--- config.mk ---
export PLATFORM = sky130hd
export DESIGN_NAME = sout_stream_buffer_flat
export DESIGN_NICKNAME = d
export VERILOG_FILES = /design/src/rtl/ostream_pkg.sv /design/src/rtl/sout_stream_buffer_if.sv /design/src/rtl/sout_fifo_mem.sv /design/src/rtl/sout_stream_buffer.sv /design/src/flat_wrapper.sv
export SDC_FILE = /design/constraint.sdc
export NUM_CORES = 1
export LEC_CHECK = 0
export ABC_CLOCK_PERIOD_IN_PS = 13280
export CORE_UTILIZATION = 45
export DETAILED_ROUTE_END_ITERATION = 8
export SYNTH_ARGS = -nofsm -noshare
export SYNTH_HDL_FRONTEND = slang
export SYNTH_SLANG_ARGS = --single-unit
--- constraint.sdc ---
create_clock -name ostream_clk -period 13.28 [get_ports ostream_clk]
set_input_delay 2.656 -clock ostream_clk [delete_from_list [all_inputs] [get_ports ostream_clk]]
set_output_delay 2.656 -clock ostream_clk [all_outputs]
set_load 0.1 [all_outputs]
--- src/rtl/ostream_pkg.sv ---
// Shared defaults and the stored entry layout for the output stream buffer.
// Entry tag bits (first/last) sit above the data word.
package ostream_pkg;

  localparam int OSTREAM_DATA_WIDTH = 64;
  localparam int OSTREAM_DEPTH      = 16;

  typedef struct packed {
    logic                          first;
    logic                          last;
    logic [OSTREAM_DATA_WIDTH-1:0] data;
  } ostream_entry_t;

  localparam int OSTREAM_TAG_BITS = $bits(ostream_entry_t) - OSTREAM_DATA_WIDTH;

endpackage

--- src/rtl/sout_stream_buffer_if.sv ---
// Producer write port, consumer stream port and status flags of the stream buffer.
// master = the surrounding logic, slave = the buffer itself.
interface sout_stream_buffer_if #(
  parameter int DATA_WIDTH = ostream_pkg::OSTREAM_DATA_WIDTH
);

  logic                  sout_wr_en;
  logic [DATA_WIDTH-1:0] sout_wr_data;
  logic                  sout_wr_last;
  logic                  ostream_valid;
  logic [DATA_WIDTH-1:0] ostream_data;
  logic                  ostream_first;
  logic                  ostream_last;
  logic                  ostream_ready;
  logic                  sout_buff_full;
  logic                  sout_buff_empty;
  logic                  sout_overflow;

  modport master (
    output sout_wr_en, sout_wr_data, sout_wr_last, ostream_ready,
    input  ostream_valid, ostream_data, ostream_first, ostream_last,
    input  sout_buff_full, sout_buff_empty, sout_overflow
  );

  modport slave (
    input  sout_wr_en, sout_wr_data, sout_wr_last, ostream_ready,
    output ostream_valid, ostream_data, ostream_first, ostream_last,
    output sout_buff_full, sout_buff_empty, sout_overflow
  );

endinterface

--- src/rtl/sout_fifo_mem.sv ---
// Register-array storage for the stream buffer: synchronous write, asynchronous read.
// No reset on the array; validity is tracked entirely by the pointers outside.
module sout_fifo_mem #(
  parameter int WIDTH = 66,
  parameter int DEPTH = 16
) (
  input  logic                     clk,
  input  logic                     wr_en,
  input  logic [$clog2(DEPTH)-1:0] wr_addr,
  input  logic [WIDTH-1:0]         wr_data,
  input  logic [$clog2(DEPTH)-1:0] rd_addr,
  output logic [WIDTH-1:0]         rd_data
);

  logic [WIDTH-1:0] mem [DEPTH];

  always_ff @(posedge clk) begin
    if (wr_en) begin
      mem[wr_addr] <= wr_data;
    end
  end

  assign rd_data = mem[rd_addr];

endmodule

--- src/rtl/sout_stream_buffer.sv ---
// Packet-tagging stream FIFO with a single registered output stage; write-to-valid is 2 cycles.
// Full FIFO drops writes (sticky overflow); output holds stable while ready is low.
module sout_stream_buffer
  import ostream_pkg::*;
#(
  parameter int DATA_WIDTH = OSTREAM_DATA_WIDTH,
  parameter int DEPTH      = OSTREAM_DEPTH
) (
  input logic                ostream_clk,
  input logic                ostream_rst,
  sout_stream_buffer_if.slave bus
);

  localparam int AW = $clog2(DEPTH);
  localparam int EW = DATA_WIDTH + OSTREAM_TAG_BITS;

  logic [AW:0]           wr_ptr;
  logic [AW:0]           rd_ptr;
  logic                  fifo_full;
  logic                  fifo_empty;
  logic                  push;
  logic                  pop;
  logic                  xfer;
  logic                  first_pend;
  logic                  out_vld;
  logic                  out_first;
  logic                  out_last;
  logic [DATA_WIDTH-1:0] out_data;
  logic                  overflow;
  logic [EW-1:0]         head;
  logic [EW-1:0]         wr_entry;

  // Pointers carry one extra lap bit so full and empty differ only in the MSB.
  assign fifo_empty = (wr_ptr == rd_ptr);
  assign fifo_full  = (wr_ptr[AW] != rd_ptr[AW]) && (wr_ptr[AW-1:0] == rd_ptr[AW-1:0]);

  assign xfer     = out_vld && bus.ostream_ready;
  assign pop      = !fifo_empty && (!out_vld || xfer);
  assign push     = bus.sout_wr_en && !fifo_full;
  assign wr_entry = {first_pend, bus.sout_wr_last, bus.sout_wr_data};

  sout_fifo_mem #(
    .WIDTH (EW),
    .DEPTH (DEPTH)
  ) u_mem (
    .clk     (ostream_clk),
    .wr_en   (push && !ostream_rst),
    .wr_addr (wr_ptr[AW-1:0]),
    .wr_data (wr_entry),
    .rd_addr (rd_ptr[AW-1:0]),
    .rd_data (head)
  );

  always_ff @(posedge ostream_clk) begin
    if (ostream_rst) begin
      wr_ptr     <= '0;
      rd_ptr     <= '0;
      first_pend <= 1'b1;
      overflow   <= 1'b0;
      out_vld    <= 1'b0;
      out_first  <= 1'b0;
      out_last   <= 1'b0;
      out_data   <= '0;
    end else begin
      if (push) begin
        wr_ptr     <= wr_ptr + (AW+1)'(1);
        first_pend <= bus.sout_wr_last;
      end
      // A dropped write leaves first_pend alone so the packet boundary is not lost.
      if (bus.sout_wr_en && fifo_full) begin
        overflow <= 1'b1;
      end
      if (pop) begin
        rd_ptr                          <= rd_ptr + (AW+1)'(1);
        out_vld                         <= 1'b1;
        {out_first, out_last, out_data} <= head;
      end else if (xfer) begin
        out_vld <= 1'b0;
      end
    end
  end

  assign bus.ostream_valid   = out_vld;
  assign bus.ostream_data    = out_data;
  assign bus.ostream_first   = out_first;
  assign bus.ostream_last    = out_last;
  assign bus.sout_buff_full  = fifo_full;
  assign bus.sout_buff_empty = fifo_empty && !out_vld;
  assign bus.sout_overflow   = overflow;

endmodule

--- src/flat_wrapper.sv ---
// flat-port wrapper written by rule: the top's interface ports become plain ports
module sout_stream_buffer_flat import ostream_pkg::*;
#(
  parameter int DATA_WIDTH = OSTREAM_DATA_WIDTH,
  parameter int DEPTH      = OSTREAM_DEPTH
)
  (ostream_clk, ostream_rst, bus_sout_wr_en, bus_sout_wr_data, bus_sout_wr_last, bus_ostream_ready, bus_ostream_valid, bus_ostream_data, bus_ostream_first, bus_ostream_last, bus_sout_buff_full, bus_sout_buff_empty, bus_sout_overflow);
  sout_stream_buffer_if #(.DATA_WIDTH(DATA_WIDTH)) bus_i ();
  input logic ostream_clk;
  input logic ostream_rst;
  input wire logic [$bits(bus_i.sout_wr_en)-1:0] bus_sout_wr_en;
  input wire logic [$bits(bus_i.sout_wr_data)-1:0] bus_sout_wr_data;
  input wire logic [$bits(bus_i.sout_wr_last)-1:0] bus_sout_wr_last;
  input wire logic [$bits(bus_i.ostream_ready)-1:0] bus_ostream_ready;
  output wire logic [$bits(bus_i.ostream_valid)-1:0] bus_ostream_valid;
  output wire logic [$bits(bus_i.ostream_data)-1:0] bus_ostream_data;
  output wire logic [$bits(bus_i.ostream_first)-1:0] bus_ostream_first;
  output wire logic [$bits(bus_i.ostream_last)-1:0] bus_ostream_last;
  output wire logic [$bits(bus_i.sout_buff_full)-1:0] bus_sout_buff_full;
  output wire logic [$bits(bus_i.sout_buff_empty)-1:0] bus_sout_buff_empty;
  output wire logic [$bits(bus_i.sout_overflow)-1:0] bus_sout_overflow;
  assign bus_i.sout_wr_en = bus_sout_wr_en;
  assign bus_i.sout_wr_data = bus_sout_wr_data;
  assign bus_i.sout_wr_last = bus_sout_wr_last;
  assign bus_i.ostream_ready = bus_ostream_ready;
  assign bus_ostream_valid = bus_i.ostream_valid;
  assign bus_ostream_data = bus_i.ostream_data;
  assign bus_ostream_first = bus_i.ostream_first;
  assign bus_ostream_last = bus_i.ostream_last;
  assign bus_sout_buff_full = bus_i.sout_buff_full;
  assign bus_sout_buff_empty = bus_i.sout_buff_empty;
  assign bus_sout_overflow = bus_i.sout_overflow;
  sout_stream_buffer #(.DATA_WIDTH(DATA_WIDTH), .DEPTH(DEPTH)) u_core (.ostream_clk(ostream_clk), .ostream_rst(ostream_rst), .bus(bus_i));
endmodule
==> impl_metrics.env <==
export IMPL_fin_util_pct=52.4
export IMPL_cts_num_sinks=1135
export IMPL_setup_violations=0
export IMPL_power_density_nw_per_um2=194
export IMPL_cap_violations=0
export IMPL_dpl_hpwl_um=48700
export IMPL_dr_first_iter_drc_count=1458
export IMPL_hold_viol=0
export IMPL_num_nets_final=2319
export IMPL_max_freq_ghz=0.157
export IMPL_finalWorstSetupSlack_ps=6930
export IMPL_synthTopCellsByArea="edfxtp_1, mux4_2, dfxtp_1"
export IMPL_first_pass_iters=6
export IMPL_finalMaxSlewViolations=0
export IMPL_coreArea_um2=95300
export IMPL_final_cell_mix="edfxtp_1, mux4_2, clkdlybuf4s50_1, mux2_2, a211oi_1"
export IMPL_gp_congestion=0.720
export IMPL_io_buffers=138
export IMPL_grt_max_degree=141
export IMPL_drive_gt1_share_pct=23.1
export IMPL_cts_buffer_depth=3
export IMPL_cts_tree="built"
export IMPL_path_class="reg2out"
export IMPL_synth_seq_cells=1135
export IMPL_clk_latency_ps=680
export IMPL_ir_drop_v=0.000128
export IMPL_die_height_um=312
export IMPL_yosys_warnings=0
export IMPL_h_tree_depth=3
export IMPL_wl_per_cell_um=26.8
export IMPL_slew_headroom_pct=20.3
export IMPL_path_clk_slew_ps=60
export IMPL_synth_edff_count=1056
export IMPL_rows=113
export IMPL_p_leak_nw=15.2
export IMPL_period_share_pct=47.8
export IMPL_fp_dieArea_um2=97600
export IMPL_viasPerCell=5.77
export IMPL_drtAntennaViolNets=0
export IMPL_dpl_worst_slack_ps=7340
export IMPL_timing_final_crit_period_ps=6350
export IMPL_outcome="completed"
export IMPL_ys_seq_area_share_pct=76.7
export IMPL_synth_top_cell_area_share_pct=73.1
export IMPL_area_growth_pct=15.1
export IMPL_root_buffer="clkbuf_16"
export IMPL_synth_largest_area_cell="edfxtp_1"
export IMPL_grt_pass1_wl_um=144000
export IMPL_worst_clock_skew_ps=31.5
export IMPL_arrival_ps=3690
export IMPL_chipWidth_um=312
export IMPL_synth_area_um2=43400
export IMPL_grt_overflow_total=0
export IMPL_tns_ps=0
export IMPL_startpoint_type="register"
export IMPL_vias=20800
export IMPL_rsz0062_at_grt="false"
export IMPL_numCtsBuffers=113
export IMPL_syn_inst=2077
export IMPL_final_common_cell="edfxtp_1"
export IMPL_required_ps=10620
export IMPL_cp_max_fo=66
export IMPL_min_path_type="reg2reg"
export IMPL_post_cts_buffers=0
export IMPL_tightest_slew_ps=1190
export IMPL_track_usage_pct=19.9
export IMPL_initial_core_util_pct=45.5
export IMPL_io_pins=139
export IMPL_antenna_found_initial=7
export IMPL_async_flop_share_pct=0
export IMPL_avgSynthCellArea_um2=20.9
export IMPL_endpoint_kind="output port"
export IMPL_hold_buffers=0
export IMPL_ctsResizeCount=0
export IMPL_wirelength_um=96800
export IMPL_fillers=7423
export IMPL_drc=0
export IMPL_yosysUniqueCellTypes=43
export IMPL_synth_ff_type="edfxtp_1"
export IMPL_synth_nets=2151
export IMPL_grt_pass1_vias=22100
[where the power goes]
part,switching [W],internal (W)
Sequential,0.000145,0.00404
Combinational,0.00153,0.000735
Clock,0.00131,0.00190
[synth_stat cells, drive strengths merged (5+ instances only)]
| cell | count |
|---|---|
| a21oi | 5 |
| ha | 5 |
| buf | 75 |
| xnor2 | 7 |
| nor2 | 77 |
| dfxtp | 79 |
| o22ai | 66 |
| nand2b | 6 |
| edfxtp | 1056 |
| mux2 | 132 |
| a211oi | 132 |
| mux4 | 198 |
| clkbuf | 58 |
| o21ai | 5 |
| inv | 5 |
| mux2i | 67 |
| nor3 | 71 |
| nor4 | 8 |
[registers in the layout, indices dropped and copies added, names as in the netlist]
register	flops
u_core.wr_ptr	5
u_core.bus.ostream_data	64
u_core.first_pend	1
u_core.bus.sout_overflow	1
u_core.rd_ptr	5
u_core.bus.ostream_last	1
u_core.bus.ostream_valid	1
u_core.bus.ostream_first	1
u_core.u_mem.mem	1056
[area by class of cell]
cell class	count	area [um2]	share of cell area, %
Antenna cell	3	7.51	0.0150
Clock buffer	153	3170	6.35
Clock inverter	59	631	1.26
Inverter	5	18.8	0.0376
Multi-Input combinational cell	804	9450	18.9
Sequential cell	1135	33300	66.7
Tap cell	1265	1580	3.17
Timing Repair Buffer	186	1760	3.53
[cell families (layout without fill, tap and decap cells)]
group           count (synthesis)  count (layout)  share of synthesized area [%]
mux                           397             397                           15.6
buf+inv                       138             403                           1.75
simple gates                  178             178                           1.93
compound gates                213             213                           3.57
other cells                     0               3                              0
flops                        1135            1135                           76.7
xor+xnor                       11              11                          0.239
fa+ha+maj                       5               5                          0.144
[worst paths after layout]
check,slack [ps],startpoint,cells past startpoint,end
max,6930,u_core.rd_ptr[2],4,bus_sout_buff_empty
min reg2reg,470,u_core.bus.sout_overflow,2,u_core.bus.sout_overflow
max reg2reg,9130,u_core.rd_ptr[2],7,u_core.u_mem.mem[0][5]
min,470,u_core.bus.sout_overflow,2,u_core.bus.sout_overflow
[metal layers]
metal / part of all wire, % / global-route usage, % / up-vias / routed length (um)
met5: 0.057 / 0 / - / 55
met4: 2.5 / 6.56 / 8 / 2430
met3: 4.6 / 3.31 / 145 / 4450
met2: 51 / 33.9 / 503 / 49100
met1: 42 / 26.2 / 11100 / 40700
li1: - / - / 9025 / -
[per-stage QoR]
stage	power, W	std cells	hold slack [ps]	instance area [um2]
after floorplan	0.00595	2077	494	43400
after global placement	0.00655	3395	464	46100
after detailed placement	0.00657	3395	466	46100
after CTS	0.00978	3607	480	49900
after global routing	0.0100	3610	502	49900
final	0.00967	3610	474	49900
[critical path: stages (launching register included)]
cell and delay (ps):
dfxtp_4 1020, xnor2_1 220, nand4_2 340, nor3_1 260, clkdlybuf4s50_1 1170
(Power assumes the default switching activity.)
